## config.mk

```make
export PLATFORM = sky130hd
export DESIGN_NAME = pm_ctrl_toggle_hs
export DESIGN_NICKNAME = d
export VERILOG_FILES = /design/src/rtl/pm_ctrl_pkg.sv /design/src/rtl/pm_ctrl_toggle_hs_ch.sv /design/src/rtl/pm_ctrl_toggle_hs.sv
export SDC_FILE = /design/constraint.sdc
export NUM_CORES = 1
export LEC_CHECK = 0
export ABC_CLOCK_PERIOD_IN_PS = 1900
export BUFFER_PORTS_ARGS = -buffer_cell sky130_fd_sc_hd__buf_2
export CELL_PAD_IN_SITES_DETAIL_PLACEMENT = 1
export CELL_PAD_IN_SITES_GLOBAL_PLACEMENT = 1
export CORE_MARGIN = 1.5
export CORE_UTILIZATION = 40
export DETAILED_ROUTE_END_ITERATION = 8
export GPL_TIMING_DRIVEN = 0
export PLACE_DENSITY_LB_ADDON = 0.1
export SLEW_MARGIN = 20
export SYNTH_ARGS = -nofsm -noshare
export SYNTH_HDL_FRONTEND = slang
export SYNTH_SLANG_ARGS = --single-unit
```

## constraint.sdc

```tcl
create_clock -name clk_i -period 1.9 [get_ports clk_i]
set_input_delay 0 -clock clk_i [delete_from_list [all_inputs] [get_ports clk_i]]
set_output_delay 0 -clock clk_i [all_outputs]
set_load 0.1 [all_outputs]
```

## src/rtl/pm_ctrl_pkg.sv

```systemverilog
// Shared types and helpers for the toggle-handshake power-switch sequencer.
package pm_ctrl_pkg;

   typedef enum logic [2:0] {
      PM_OFF    = 3'd0,
      PM_PWR_UP = 3'd1,
      PM_ON     = 3'd2,
      PM_PWR_DN = 3'd3,
      PM_ERR    = 3'd4
   } pm_ch_state_e;

   localparam int unsigned PM_SYNC_MIN = 2;

   // Counter must hold 0..TIMEOUT_CYC; keep at least one bit when timeout is disabled.
   function automatic int unsigned pm_cnt_width(input int unsigned timeout);
      return (timeout == 0) ? 1 : $clog2(timeout + 1);
   endfunction

endpackage

```

## src/rtl/pm_ctrl_toggle_hs_ch.sv

```systemverilog
// One power-switch channel: ack synchroniser, XOR completion compare,
// sequencing FSM and saturating transition timeout counter.
module pm_ctrl_toggle_hs_ch
   import pm_ctrl_pkg::*;
#(
   parameter int unsigned SYNC_STAGES = 2,
   parameter int unsigned TIMEOUT_CYC = 255
) (
   input  logic clk_i,
   input  logic rst_ni,
   input  logic en_i,
   input  logic on_req_i,
   input  logic clr_err_i,
   input  logic ack_i,
   output logic req_o,
   output logic pwr_on_o,
   output logic busy_o,
   output logic done_o,
   output logic err_o
);

   localparam int unsigned SYNC_N = (SYNC_STAGES < PM_SYNC_MIN) ? PM_SYNC_MIN : SYNC_STAGES;
   localparam int unsigned CNT_W  = pm_cnt_width(TIMEOUT_CYC);
   localparam bit          TO_EN  = (TIMEOUT_CYC != 0);
   localparam logic [CNT_W-1:0] CNT_MAX  = CNT_W'(TIMEOUT_CYC);
   localparam logic [CNT_W-1:0] CNT_LAST = CNT_W'((TIMEOUT_CYC != 0) ? TIMEOUT_CYC - 1 : 0);

   pm_ch_state_e       state_q, state_d;
   logic               req_q,   req_d;
   logic               done_q,  done_d;
   logic [CNT_W-1:0]   cnt_q,   cnt_d;
   logic [SYNC_N-1:0]  sync_q,  sync_d;
   logic               ack_s;
   logic               pend;

   assign ack_s = sync_q[SYNC_N-1];
   assign pend  = req_q ^ ack_s;

   always_ff @(posedge clk_i or negedge rst_ni) begin
      if (!rst_ni) begin
         state_q <= PM_OFF;
         req_q   <= 1'b0;
         done_q  <= 1'b0;
         cnt_q   <= '0;
         sync_q  <= '0;
      end else begin
         state_q <= state_d;
         req_q   <= req_d;
         done_q  <= done_d;
         cnt_q   <= cnt_d;
         sync_q  <= sync_d;
      end
   end

   // Next state; a transition in flight cannot be aborted, completion beats timeout.
   always_comb begin
      state_d = state_q;
      req_d   = req_q;
      cnt_d   = cnt_q;
      done_d  = 1'b0;
      sync_d  = {sync_q[SYNC_N-2:0], ack_i};
      unique case (state_q)
         PM_OFF: begin
            if (en_i && on_req_i) begin
               req_d   = ~req_q;
               cnt_d   = '0;
               state_d = PM_PWR_UP;
            end else if (pend) begin
               state_d = PM_ERR;
            end
         end
         PM_ON: begin
            if (en_i && !on_req_i) begin
               req_d   = ~req_q;
               cnt_d   = '0;
               state_d = PM_PWR_DN;
            end else if (pend) begin
               state_d = PM_ERR;
            end
         end
         PM_PWR_UP, PM_PWR_DN: begin
            if (!pend) begin
               state_d = (state_q == PM_PWR_UP) ? PM_ON : PM_OFF;
               done_d  = 1'b1;
            end else if (TO_EN && (cnt_q == CNT_LAST)) begin
               state_d = PM_ERR;
            end else if (cnt_q != CNT_MAX) begin
               cnt_d = cnt_q + CNT_W'(1);
            end
         end
         PM_ERR: begin
            if (clr_err_i) begin
               req_d   = ack_s;
               cnt_d   = '0;
               state_d = PM_OFF;
            end
         end
         default: state_d = PM_OFF;
      endcase
   end

   assign req_o    = req_q;
   assign done_o   = done_q;
   assign pwr_on_o = (state_q == PM_ON);
   assign busy_o   = (state_q == PM_PWR_UP) || (state_q == PM_PWR_DN);
   assign err_o    = (state_q == PM_ERR);

endmodule

```

## src/rtl/pm_ctrl_toggle_hs.sv

```systemverilog
// N-channel power-switch sequencer: independent toggle-handshake channels
// with a shared interrupt on completion or error.
module pm_ctrl_toggle_hs
   import pm_ctrl_pkg::*;
#(
   parameter int unsigned N_CH        = 4,
   parameter int unsigned SYNC_STAGES = PM_SYNC_MIN,
   parameter int unsigned TIMEOUT_CYC = 255
) (
   input  logic            clk_i,
   input  logic            rst_ni,
   input  logic [N_CH-1:0] en_i,
   input  logic [N_CH-1:0] on_req_i,
   input  logic [N_CH-1:0] clr_err_i,
   input  logic [N_CH-1:0] ack_i,
   output logic [N_CH-1:0] req_o,
   output logic [N_CH-1:0] pwr_on_o,
   output logic [N_CH-1:0] busy_o,
   output logic [N_CH-1:0] done_o,
   output logic [N_CH-1:0] err_o,
   output logic            irq_o
);

   for (genvar i = 0; i < N_CH; i++) begin : g_ch
      pm_ctrl_toggle_hs_ch #(
         .SYNC_STAGES (SYNC_STAGES),
         .TIMEOUT_CYC (TIMEOUT_CYC)
      ) u_ch (
         .clk_i     (clk_i),
         .rst_ni    (rst_ni),
         .en_i      (en_i[i]),
         .on_req_i  (on_req_i[i]),
         .clr_err_i (clr_err_i[i]),
         .ack_i     (ack_i[i]),
         .req_o     (req_o[i]),
         .pwr_on_o  (pwr_on_o[i]),
         .busy_o    (busy_o[i]),
         .done_o    (done_o[i]),
         .err_o     (err_o[i])
      );
   end

   assign irq_o = |(done_o | err_o);

endmodule

```

==> impl_results.md <==
* Min-Delay Path Class: input port to asynchronous set/reset pin
* Routed wire length at 9.042 mm
* Chip Height at 98.15 um
* Worst skew pair latency at 0.34 ns
* Min Tclk post-route at 1.840 ns
* Slew @ Worst Pin at 0.5866 ns
* Max Cap Viol at 0
* H-tree levels at 3
* R2R setup slack at 0.09 ns
* Avg Cell Area, Syn at 9.605 sq um
* Largest net degree at the start of global routing at 46
* Relative slew slack at 60.63%
* Die area at 9632 sq um
* Fillers at 994
* Global-route wire length before repair at 15.35 mm
* Netlist cell types at 72
* Synth async-reset ratio at 100.0%
* Global-route usage over all layers at 19.52%
* # IOs at 39
* Final setup vio count at 0
* Maximum VDD drop at 0.7908 mV
* FMAX at 0.5434 GHz
* Number of global-route vias before repair at 3216
* CP arrival at 1.84 ns
* Port Buffers at 38
* Synth area leaders: dfrtp_1, buf_4, nand2_1, ha_1, inv_1
* Max Slew Vio Count at 0
* Status: finished clean
* Routed vias/inst at 5.455
* Clock edge transition at the registers on the reported setup and hold paths at 0.07 ns
* Internal power at 0.004234 W
* Row count at 34
* Pleak at 2.055 nW
* Clock network fraction of total power at 18.8%
* Setup Crit Path Kind: flip-flop to output pin
* CTS tree: yes
* Number of synthesized flops with an enable pin at 0
* CTS Buf Count at 9
* Diode count at 0
* Synth warn at 0
* Total Power at 0.008196 W
* Sw frac at 48.35%
* Most common cell after layout, fill and taps aside: dfrtp_1
* Net Sw Power at 0.003962 W
* Endpoints failing hold at 0
* Most used DFF post-synth: dfrtp_1
* Post-DP HPWL at 6.331 mm
* NumNets Final at 476
* Finished Layout Cells at 563
* CP Launch Type: flip-flop
* Mapped cell area at 3621 sq um
* Wire length per cell at 16.06 um
* Share of layout cells above drive strength 1 at 30.33%
* Placed Cells at 524
* Initial antenna violation count at 0
* Cells after synthesis at 377
* Routability congestion estimate at 0.8159
* Setup TNS at 0 ns
* Crit share post-route at 96.86%
* Post-route ant nets at 0
* Combinational share of power at 56.7%
* Worst Skew at 0.009056 ns
* Root buffer cell: clkbuf_8
* Worst EP required at 1.90 ns
* Core box area at 8763 sq um
* Seq pwr share at 24.6%
* Yosys reg bits at 60
* Net Count, Synth at 403
* Drt drc at 0
* Crit end category: output pin
* CP Max Fanout at 5
* Starting Density at 41.32%
* DRT iter0 DRCs at 72
* Most frequent cells in the layout: dfrtp_1, buf_4, buf_2, nand2_1
* PwrDens at 1796 nW/um^2
* Clock sinks at 60
* Worst-case clock buffer depth at 2
* Sequential area share after synthesis at 41.47%
* Cell accounting for the most synthesized area: dfrtp_1
* Dpl ws at -0.1285 ns
* Area Growth Syn to Fin at 26.05%
* Final worst setup slack at 0.05958 ns
* DRT Pass-1 Iters at 4
* Overflow after GRT at 0
* Die Width at 98.15 um
* Top cell type's share of synthesized area at 41.47%
* Vias after detailed routing at 3071
area by class of cell:
cell class | count | area [sq um] | area share (%)
Buffer | 29 | 214.0 | 4.687
Tap cell | 108 | 135.1 | 2.961
Timing Repair Buffer | 62 | 460.4 | 10.09
Clock inverter | 3 | 90.09 | 1.974
Clock buffer | 13 | 178.9 | 3.920
Inverter | 23 | 86.33 | 1.891
Sequential cell | 60 | 1505 | 32.98
Multi-Input combinational cell | 265 | 1894 | 41.50
critical path: stages, from the launching register on:
cell	delay (ns)
dfrtp_2	0.44
inv_2	0.08
or3_4	0.13
inv_1	0.10
or4_4	0.57
buf_12	0.18
routing by layer:
layer  vias up  GRT usage [%]  wire [um]
met4         0          5.525        114
met2        40          33.53       4486
li1       1512              -          -
met5         -              0          0
met3        10          4.295        255
met1      1509          24.81       4185
timing repair:
action | 4_1_cts | 5_1_grt
hold buffers | 12 | 0
buffers inserted | 0 | 11
hold endpoints to repair | 71 | 0
gates resized for setup | 13 | 23
pin swaps | 1 | 7
setup endpoints to repair | 16 | 16
path summary, 6_finish.rpt:
check	endpoint	from	depth (start not counted)
worst min register to register	g_ch[3].u_ch.sync_q[1]	g_ch[3].u_ch.sync_q[0]	0
worst min-delay path	g_ch[3].u_ch.cnt_q[6]	rst_ni	2
min in group clk_i	g_ch[2].u_ch.state_q[2]	en_i[2]	4
worst max-delay path	irq_o	g_ch[2].u_ch.state_q[2]	5
max in group asynchronous	g_ch[1].u_ch.cnt_q[6]	rst_ni	3
worst max register to register	g_ch[0].u_ch.cnt_q[5]	g_ch[0].u_ch.cnt_q[0]	6
power groups by stage:
stage	clock network, W	logic (W)	registers (W)
after CTS	0.00158	0.00431	0.00199
after detailed placement	0	0.00417	0.00202
after floorplan	0	0.00347	0.00191
after global placement	0	0.00410	0.00200
after global routing	0.00163	0.00499	0.00208
final	0.00154	0.00465	0.00201
synthesized netlist by cell type, types with 5 or more instances:
master	instances
buf_2	6
nand2b_1	9
ha_1	8
o22a_1	7
o21ai_0	17
buf_4	20
a31oi_1	10
nand3_1	17
nor2_1	22
nor4_1	9
inv_1	23
a21oi_1	14
a211oi_1	5
o211ai_1	5
nand2_1	30
and2_1	6
nor3_1	7
and3_1	6
dfrtp_1	60
cells by family after synthesis:
group | after synthesis | share of synthesized area [%]
compound gates | 102 | 20.84
xor+xnor | 10 | 3.248
fa+ha+maj | 8 | 2.764
buf+inv | 52 | 7.913
flops | 60 | 41.47
mux | 6 | 2.004
simple gates | 139 | 21.77
through the flow:
stage          util [%]  hold WS (ns)  instance area [sq um]
5_1_grt           52.08       0.07764                   4564
3_5_place_dp      45.37       -0.1082                   3976
2_1_floorplan         -       -0.2956                   3621
6_report          52.08       0.06929                   4564
4_1_cts           50.23       0.04608                   4402
3_3_place_gp      45.03        0.1081                   3946
flip-flops by register name (all words and copies together), names as in the netlist:
signal             count
g_ch.u_ch.cnt_q       32
g_ch.u_ch.done_o       4
g_ch.u_ch.state_q     12
g_ch.u_ch.req_o        4
g_ch.u_ch.sync_q       8
Power figures use the tool's default switching activity.
